--- config.mk ---
export PLATFORM = sky130hd
export DESIGN_NAME = lc3_exec_stage_hs
export DESIGN_NICKNAME = d
export VERILOG_FILES = /design/src/rtl/lc3_pkg.sv /design/src/rtl/lc3_iter_mul.sv /design/src/rtl/lc3_exec_stage_hs.sv
export SDC_FILE = /design/constraint.sdc
export NUM_CORES = 1
export LEC_CHECK = 0
export CAP_MARGIN = 40
export CORE_UTILIZATION = 54
export CTS_CLUSTER_SIZE = 30
export DETAILED_ROUTE_END_ITERATION = 16
export GPL_ROUTABILITY_DRIVEN = 0
export PLACE_DENSITY = 0.93
export SYNTH_ARGS = -nofsm -noshare
export SYNTH_HDL_FRONTEND = slang
export SYNTH_SLANG_ARGS = --single-unit
--- constraint.sdc ---
create_clock -name clk -period 5.5 [get_ports clk]
set_input_delay 0.55 -clock clk [delete_from_list [all_inputs] [get_ports clk]]
set_output_delay 0.55 -clock clk [all_outputs]
set_load 0.05 [all_outputs]
--- src/rtl/lc3_pkg.sv ---
// Shared LC-3 execute-stage definitions: opcodes, control encodings and small decode helpers.
package lc3_pkg;

    localparam logic [3:0] OP_BR   = 4'b0000;
    localparam logic [3:0] OP_ADD  = 4'b0001;
    localparam logic [3:0] OP_LD   = 4'b0010;
    localparam logic [3:0] OP_ST   = 4'b0011;
    localparam logic [3:0] OP_AND  = 4'b0101;
    localparam logic [3:0] OP_LDR  = 4'b0110;
    localparam logic [3:0] OP_STR  = 4'b0111;
    localparam logic [3:0] OP_NOT  = 4'b1001;
    localparam logic [3:0] OP_LDI  = 4'b1010;
    localparam logic [3:0] OP_STI  = 4'b1011;
    localparam logic [3:0] OP_MUL  = 4'b1101;
    localparam logic [3:0] OP_LEA  = 4'b1110;

    localparam logic [15:0] NOP_IR = 16'h5020;

    typedef enum logic [1:0] {
        ALU_ADD  = 2'b00,
        ALU_AND  = 2'b01,
        ALU_NOT  = 2'b10,
        ALU_PASS = 2'b11
    } alu_ctrl_e;

    typedef struct packed {
        alu_ctrl_e  alu_ctrl;
        logic [1:0] pcsel1;
        logic       pcsel2;
        logic       op2sel;
    } e_ctrl_t;

    function automatic logic is_store(input logic [3:0] op);
        return (op == OP_ST) || (op == OP_STR) || (op == OP_STI);
    endfunction

    function automatic logic writes_dr(input logic [3:0] op);
        return (op == OP_ADD) || (op == OP_AND) || (op == OP_NOT) || (op == OP_LD) ||
               (op == OP_LDR) || (op == OP_LDI) || (op == OP_LEA) || (op == OP_MUL);
    endfunction

    function automatic logic alu_reads_sr2(input logic [3:0] op);
        return (op == OP_ADD) || (op == OP_AND) || (op == OP_MUL);
    endfunction

    // Replicates bit msb of val upward; callers cast the 32-bit result down to DATA_W (<= 32).
    function automatic logic [31:0] sext(input logic [15:0] val, input logic [3:0] msb);
        logic [31:0] r;
        r = 32'(val);
        for (int i = 0; i < 32; i++) begin
            if (i > int'(msb)) r[i] = val[msb];
        end
        return r;
    endfunction

endpackage

--- src/rtl/lc3_iter_mul.sv ---
// Iterative shift-add multiplier: operands latched on start, one multiplier bit per cycle.
module lc3_iter_mul #(
    parameter int DATA_W = 16
) (
    input  logic              clk,
    input  logic              rst,
    input  logic              abort,
    input  logic              start,
    input  logic [DATA_W-1:0] a,
    input  logic [DATA_W-1:0] b,
    output logic              last,
    output logic [DATA_W-1:0] product
);
    localparam int CNT_W = $clog2(DATA_W + 1);

    logic [DATA_W-1:0] a_reg, b_reg, acc_reg;
    logic [CNT_W-1:0]  cnt_reg;
    logic              run_reg;

    // High during the cycle whose edge processes the final multiplier bit.
    assign last    = run_reg && (cnt_reg == CNT_W'(DATA_W - 1));
    assign product = acc_reg;

    always_ff @(posedge clk) begin
        if (rst) begin
            a_reg   <= '0;
            b_reg   <= '0;
            acc_reg <= '0;
            cnt_reg <= '0;
            run_reg <= 1'b0;
        end else if (abort) begin
            run_reg <= 1'b0;
            cnt_reg <= '0;
        end else if (start) begin
            a_reg   <= a;
            b_reg   <= b;
            acc_reg <= '0;
            cnt_reg <= '0;
            run_reg <= 1'b1;
        end else if (run_reg) begin
            if (b_reg[0]) acc_reg <= acc_reg + a_reg;
            a_reg   <= a_reg << 1;
            b_reg   <= b_reg >> 1;
            cnt_reg <= cnt_reg + 1'b1;
            if (last) run_reg <= 1'b0;
        end
    end

endmodule

--- src/rtl/lc3_exec_stage_hs.sv ---
// LC-3 execute stage with valid/ready handshakes on both sides and an optional iterative multiply.
module lc3_exec_stage_hs
    import lc3_pkg::*;
#(
    parameter int  DATA_W  = 16,
    parameter int  NUM_FWD = 2,
    parameter bit  MUL_EN  = 1'b1,
    localparam int FSEL_W  = $clog2(NUM_FWD + 1)
) (
    input  logic                      clk,
    input  logic                      rst,
    input  logic                      flush,
    input  logic                      in_valid,
    output logic                      in_ready,
    input  logic [15:0]               in_ir,
    input  logic [DATA_W-1:0]         in_npc,
    input  logic [5:0]                in_e_ctrl,
    input  logic [1:0]                in_w_ctrl,
    input  logic                      in_mem_ctrl,
    input  logic [DATA_W-1:0]         in_vsr1,
    input  logic [DATA_W-1:0]         in_vsr2,
    input  logic [FSEL_W-1:0]         fwd_sel1,
    input  logic [FSEL_W-1:0]         fwd_sel2,
    input  logic [NUM_FWD*DATA_W-1:0] fwd_val,
    output logic [2:0]                sr1,
    output logic [2:0]                sr2,
    output logic                      busy,
    output logic                      out_valid,
    input  logic                      out_ready,
    output logic [DATA_W-1:0]         out_aluout,
    output logic [DATA_W-1:0]         out_pcout,
    output logic [DATA_W-1:0]         out_m_data,
    output logic [2:0]                out_dr,
    output logic [2:0]                out_nzp,
    output logic [15:0]               out_ir,
    output logic [1:0]                out_w_ctrl,
    output logic                      out_mem_ctrl
);
    typedef enum logic [1:0] {S_IDLE, S_MUL, S_DONE} state_e;

    typedef struct packed {
        logic [DATA_W-1:0] aluout;
        logic [DATA_W-1:0] pcout;
        logic [DATA_W-1:0] m_data;
        logic [2:0]        dr;
        logic [2:0]        nzp;
        logic [15:0]       ir;
        logic [1:0]        w_ctrl;
        logic              mem_ctrl;
    } res_t;

    state_e            state_reg;
    res_t              out_reg, pend_reg, cur;
    logic              out_valid_reg;
    e_ctrl_t           ectrl;
    logic [3:0]        opcode;
    logic [DATA_W-1:0] fwd_arr [NUM_FWD];
    logic [DATA_W-1:0] src1, src2, fwd2, imm5, addr1, addr2, alu_res, mul_product;
    logic              accept, is_mul, mul_start, mul_last;

    assign ectrl  = e_ctrl_t'(in_e_ctrl);
    assign opcode = in_ir[15:12];
    assign imm5   = DATA_W'(sext(in_ir, 4'd4));

    generate
        for (genvar gi = 0; gi < NUM_FWD; gi++) begin : g_fwd
            assign fwd_arr[gi] = fwd_val[gi*DATA_W +: DATA_W];
        end
    endgenerate

    always_comb begin
        src1 = in_vsr1;
        fwd2 = in_vsr2;
        for (int k = 0; k < NUM_FWD; k++) begin
            if (fwd_sel1 == FSEL_W'(k + 1)) src1 = fwd_arr[k];
            if (fwd_sel2 == FSEL_W'(k + 1)) fwd2 = fwd_arr[k];
        end
    end

    // Forwarding feeds src2 only in register mode; an immediate operand is never overridden.
    always_comb begin
        src2 = ectrl.op2sel ? fwd2 : imm5;
        case (ectrl.pcsel1)
            2'd0:    addr1 = DATA_W'(sext(in_ir, 4'd10));
            2'd1:    addr1 = DATA_W'(sext(in_ir, 4'd8));
            2'd2:    addr1 = DATA_W'(sext(in_ir, 4'd5));
            default: addr1 = '0;
        endcase
        addr2 = ectrl.pcsel2 ? in_npc : src1;
        case (ectrl.alu_ctrl)
            ALU_ADD: alu_res = src1 + src2;
            ALU_AND: alu_res = src1 & src2;
            ALU_NOT: alu_res = ~src1;
            default: alu_res = src1;
        endcase
        cur          = '0;
        cur.aluout   = alu_res;
        cur.pcout    = addr1 + addr2;
        cur.m_data   = is_store(opcode) ? fwd2 : '0;
        cur.dr       = writes_dr(opcode) ? in_ir[11:9] : 3'd0;
        cur.nzp      = (opcode == OP_BR) ? in_ir[11:9] : 3'd0;
        cur.ir       = in_ir;
        cur.w_ctrl   = in_w_ctrl;
        cur.mem_ctrl = in_mem_ctrl;
        if (opcode == OP_MUL && !MUL_EN) begin
            cur    = '0;
            cur.ir = NOP_IR;
        end
    end

    assign sr1       = in_ir[8:6];
    assign sr2       = alu_reads_sr2(opcode) ? in_ir[2:0] : (is_store(opcode) ? in_ir[11:9] : 3'd0);
    assign in_ready  = (state_reg == S_IDLE) && (!out_valid_reg || out_ready);
    assign accept    = in_valid && in_ready;
    assign is_mul    = MUL_EN && (opcode == OP_MUL);
    assign mul_start = accept && is_mul && !flush;
    assign busy      = (state_reg == S_MUL);

    lc3_iter_mul #(.DATA_W(DATA_W)) u_mul (
        .clk     (clk),
        .rst     (rst),
        .abort   (flush),
        .start   (mul_start),
        .a       (src1),
        .b       (src2),
        .last    (mul_last),
        .product (mul_product)
    );

    always_ff @(posedge clk) begin
        if (rst) begin
            state_reg     <= S_IDLE;
            out_valid_reg <= 1'b0;
            out_reg       <= '0;
            out_reg.ir    <= NOP_IR;
            pend_reg      <= '0;
        end else if (flush) begin
            state_reg     <= S_IDLE;
            out_valid_reg <= 1'b0;
            out_reg.nzp   <= 3'd0;
            out_reg.ir    <= NOP_IR;
        end else begin
            // A consumed result with nothing new behind it must not leave a branch condition visible.
            if (out_valid_reg && out_ready) begin
                out_valid_reg <= 1'b0;
                out_reg.nzp   <= 3'd0;
            end
            case (state_reg)
                S_IDLE: begin
                    if (accept && is_mul) begin
                        pend_reg  <= cur;
                        state_reg <= S_MUL;
                    end else if (accept) begin
                        out_reg       <= cur;
                        out_valid_reg <= 1'b1;
                    end
                end
                S_MUL: begin
                    if (mul_last) state_reg <= S_DONE;
                end
                default: begin
                    if (!out_valid_reg || out_ready) begin
                        out_reg        <= pend_reg;
                        out_reg.aluout <= mul_product;
                        out_valid_reg  <= 1'b1;
                        state_reg      <= S_IDLE;
                    end
                end
            endcase
        end
    end

    assign out_valid    = out_valid_reg;
    assign out_aluout   = out_reg.aluout;
    assign out_pcout    = out_reg.pcout;
    assign out_m_data   = out_reg.m_data;
    assign out_dr       = out_reg.dr;
    assign out_nzp      = out_reg.nzp;
    assign out_ir       = out_reg.ir;
    assign out_w_ctrl   = out_reg.w_ctrl;
    assign out_mem_ctrl = out_reg.mem_ctrl;

endmodule
## Word-level counts from Yosys, hierarchy flattened

Cells that the tools add are included.

- Word-level logic and storage cells: 127
- Bits of input ports: 114
- Output and inout port bits: 82
- Register bits after elaboration: 187

- Equal/unequal tests: 25
- Reductions and logical operators: 35
- Add/subtract/negate cells: 4
- Muxes and demuxes: 37
- Bitwise gates (word level): 4

Operators with widths:

| kind | number |
|---|---|
| $mux 16 | 14 |
| $mux 73 | 3 |
| $pmux 73 s2 | 1 |
| $pmux 16 s3 | 2 |
| $add 16x16->16 | 3 |
| $eq 4x4->1 const B | 5 |
| $and 16x16->16 | 1 |
| $not 16->16 | 1 |
| $mux 3 | 5 |
| $eq 4x3->1 const B | 3 |
| $logic_or 1x1->1 | 11 |
| $eq 2x1->1 const B | 5 |
| $reduce_and 3->1 | 3 |
| $eq 2x2->1 const B | 4 |
| $eq 4x2->1 const B | 2 |
| $mux 1 | 7 |
| $logic_and 1x1->1 | 6 |
| $logic_not 2->1 | 3 |
| $mux 2 | 3 |
| $reduce_bool 2->1 | 3 |
| $add 5x1->5 const B | 1 |
| $eq 5x4->1 const B | 1 |
| $reduce_and 5->1 | 1 |
| $eq 4x1->1 const B | 1 |
| other kinds (12) | 16 |

## Depth between registers and ports, before layout

- Depth after elaboration: 12
- Mapped depth: 19
- Mapped depth without buffers: 17

## By module

From an unflattened synthesis, not the netlist that was laid out.

- Cells, all modules: 1432
- Area total of the unflattened synthesis: 11497.3 um^2

By module, submodules not included:

| module | cells an instance | times used | area each (um^2) | seq. area each (um^2) |
|---|---|---|---|---|
| lc3_exec_stage_hs | 1101 | 1 | 8565.7 | 2662.6 |
| lc3_iter_mul | 331 | 1 | 2931.6 | 1081.0 |

## Least setup slack after synthesis

Ideal clock, no wire load.

- Path type: input -> register
- From: input fwd_sel1[0]
- To: register out_reg, in the netlist out_pcout[14]
- Library setup time: 123 ps
- Setup slack: 1376 ps
- Buffers on the path: 3
- Arrival: 4001 ps
- Stages on the path: 19
- Data required time: 5377 ps
- Cell sequence: buf_6 > clkbuf_1 > buf_2 > a211oi_1 > a21oi_1 > mux2_2 > ha_1 > inv_1 > fa_1 > nor2b_1 > o21ai_0 > a21boi_0 > o21a_1 > o22a_1 > o21ai_0 > o31ai_1 > xor2_1 > a221oi_1 > nor2_1

- Cells in the longest elaborated chain, start to end: 8
- Elaborated cells on any way between the ends: 9

Ends and longest elaborated chain:

| item | RTL line | text |
|---|---|---|
| start: declaration | lc3_exec_stage_hs.sv:22 | `input logic [FSEL_W-1:0] fwd_sel1,` |
| $eq 2x1->1 | lc3_exec_stage_hs.sv:75 | `if (fwd_sel1 == FSEL_W'(k + 1)) src1 = fwd_arr[k];` |
| $mux 16 | lc3_exec_stage_hs.sv:75 |  |
| $mux 16 (*) | lc3_exec_stage_hs.sv:75 |  |
| $mux 16 (*) | lc3_exec_stage_hs.sv:89 | `addr2 = ectrl.pcsel2 ? in_npc : src1;` |
| $add 16x16->16 (*) | lc3_exec_stage_hs.sv:98 | `cur.pcout = addr1 + addr2;` |
| $mux 73 (*) | lc3_exec_stage_hs.sv:153 | `end else if (accept) begin` |
| $mux 73 (*) | lc3_exec_stage_hs.sv:150 | `if (accept && is_mul) begin` |
| $pmux 73 s2 (*) | lc3_exec_stage_hs.sv:148 | `case (state_reg)` |
| end signal: assignment | lc3_exec_stage_hs.sv:154 | `out_reg <= cur;` |
| end signal: assignment | lc3_exec_stage_hs.sv:163 | `out_reg <= pend_reg;` |
| end: declaration | lc3_exec_stage_hs.sv:53 | `res_t out_reg, pend_reg, cur;` |

Mark *: on every way between the ends. The rest lies on a longest branch, timed or not. The select of a mux whose other input is x is not followed.
A chain may end at the register's enable or synchronous reset.

## Worst setup path after layout

- From: input fwd_sel1[1]
- To: register out_reg, in the netlist out_pcout[14]

Same word-level chain as after synthesis.

==> metrics <==
# IOs 196; DR vias 12070; most common cell after layout, fill and taps aside clkdlybuf4s50_1; Fillers 1532; Worst Max-Slew Pin Slew 0.9467 ns; sequential cell area fraction in the yosys report 0.3324; Distinct cells, synth 78; critical path fanouts, max 6; antenna violations before repair 1; Netlist Area Pre-Place 11260 sq um; Max Cap Viol 0; Pwr Density 269.3 nW/um^2; clock sink count 187; Total Routing Usage GR 0.3535; WP data arrival 4.53 ns; row cnt 52; Core ar. 20360 sq um; number of flops mapped to enable cells by yosys 0; Initial DRT Pass Iterations 9; Mapped Nets 1588; most frequent cells in the layout 192 x clkdlybuf4s50_1, 187 x dfxtp_1, 164 x nand2_1; Place WS 0.9767 ns; max reg flops 57; cell count after synthesis 1425; largest family of logic cells by synthesized area compound AO/OA/AOI/OAI gates; vias in the first global route 11460; Post-Synth Adder-Cell Area 0.05944; DR iter-0 viols 1518; post-route setup TNS 0 ns; Worst-path clk slew 0.08 ns; Worst Setup Slack, final 1.297 ns; htree depth 4; WL per Instance 20.93 microns; total power 0.003784 W; CTS Buffer Depth 2; largest net degree at the start of global routing 77; crit path launch type input pin; I/O Buffers 195; post-synthesis mux area share 0.06521; synth top area cells dfxtp_1 33%, a21oi_1 6.4%, nand2_1 5.5%; clock latency on the worst-skew pair 0.45 ns; first-pass GRT wire length 60420 microns; post-CTS setup buffer count 0; gr ovfl total 0; CTS Buf Count 17; Final min period 4.203 ns; post-layout util 0.6901; drc violations 0; Routed WL 38590 microns; Crit Path Class input pin to register; LEAKAGE 5.389 nW; slew margin rel. 0.3622; Die Footprint 21440 sq um; Vert. Die Dim 146.4 microns; Routed Antenna Nets 0; synthesized-area fraction occupied by ao, oa, aoi and oai cells 0.2571; layout cell share with drive strength beyond 1 0.07120; Initial Util 0.5530; CTS resizes 0; Yosys warnings 0; hold buffer count at CTS 0; Slew Viols, Final 0; Primary FF master, synth dfxtp_1; simple-gate area share of the yosys netlist 0.1963; area share of the largest cell type after synthesis 0.3324; # setup viols final 0; vias per cell 6.548; asr flop ratio synth 0; CTS tree yes; fin crit share 0.7643; Tightest Hold Check Type register to register; detailed-placement wirelength estimate 26640 microns; max frequency 0.2379 GHz; root buf cell clkbuf_16; Syn-to-layout area delta 24.79%; die width 146.4 microns; largest area contributor in the netlist dfxtp_1; Final nets 1723; Critical Path Sink Type register; status completed; required time worst endpoint 5.83 ns; RSZ-0062 raised after global routing false; clock skew 0.01334 ns; FF+latch count, synth 187; Hold Violations, Final 0; VDD IR max 0.0002418 V; synthesized area per cell 7.903 sq um; post-synthesis xor/xnor area fraction 0.04122
power by group:
part | internal, W | switching, W
registers | 0.00139 | 0.0000256
logic | 0.000404 | 0.000630
clock network | 0.000677 | 0.000655
total | 0.00247 | 0.00131
area by class of cell:
class,instances,area [sq um],area share
repair buffers,227,2223,0.1582
clock buffers,17,425.4,0.03027
clock inverters,15,227.7,0.01620
diodes,1,2.502,0.0001781
multi-input cells,1102,6999,0.4980
flip-flops and latches,187,3744,0.2664
inverters,25,93.84,0.006677
well taps,270,337.8,0.02404
per-stage QoR:
stage / hold slack [ns] / instances / instance area [sq um]
finish: 0.4551 / 1844 / 14050
global route: 0.4608 / 1843 / 14050
CTS: 0.4543 / 1843 / 14050
detailed placement: 0.4423 / 1811 / 13400
global placement: 0.4275 / 1806 / 13320
floorplan: 0.4360 / 1425 / 11260
routing by layer:
metal	up-vias	wire length (microns)	global-route usage
li1	5403	-	-
met1	5600	14360	0.4406
met2	894	17440	0.5690
met3	177	4959	0.09188
met4	0	1833	0.1672
met5	-	0	0
path summary, 6_finish.rpt:
check / start / end / slack, ns / cells past startpoint
setup / recovery: fwd_sel1[1] / out_pcout[14]$_SDFFE_PP0P_ / 1.30 / 15
hold / removal: out_ir[14]$_SDFFE_PP1P_ / out_ir[14]$_SDFFE_PP1P_ / 0.46 / 2
setup reg to reg: u_mul.a_reg[0]$_SDFFE_PP0P_ / u_mul.product[14]$_SDFFE_PP0P_ / 2.57 / 13
hold reg to reg: out_ir[14]$_SDFFE_PP1P_ / out_ir[14]$_SDFFE_PP1P_ / 0.46 / 2
Yosys cell counts (all sizes together) (30+ instances only):
master  instances
xnor2          38
nor3           37
a22oi          45
o21ai          78
dfxtp         187
a221oi         30
clkbuf         86
a211oi         38
nand2         165
mux2i          50
nor2          165
ha             47
a21oi         145
nor2b          39
worst max-delay path, cell delays in order:
cell and delay (ns):
clkdlybuf4s50_1 0.71, mux2_2 0.48, o21ai_0 0.26, inv_1 0.09, fa_1 0.44, nor2b_1 0.12, o21ai_0 0.10, a21boi_0 0.29
o21a_1 0.18, o22a_1 0.22, o21ai_0 0.18, o31ai_1 0.39, xor2_1 0.15, a221oi_1 0.28, nor2_1 0.09
cells by family (layout without fill, tap and decap cells):
kind of cell    count (synthesis)  after routing
compound gates                439            439
xor+xnor                       53             53
fa+ha+maj                      53             53
buf+inv                       136            284
flops                         187            187
mux                            69             69
other cells                     0              1
simple gates                  488            488
(Power assumes the default switching activity.)
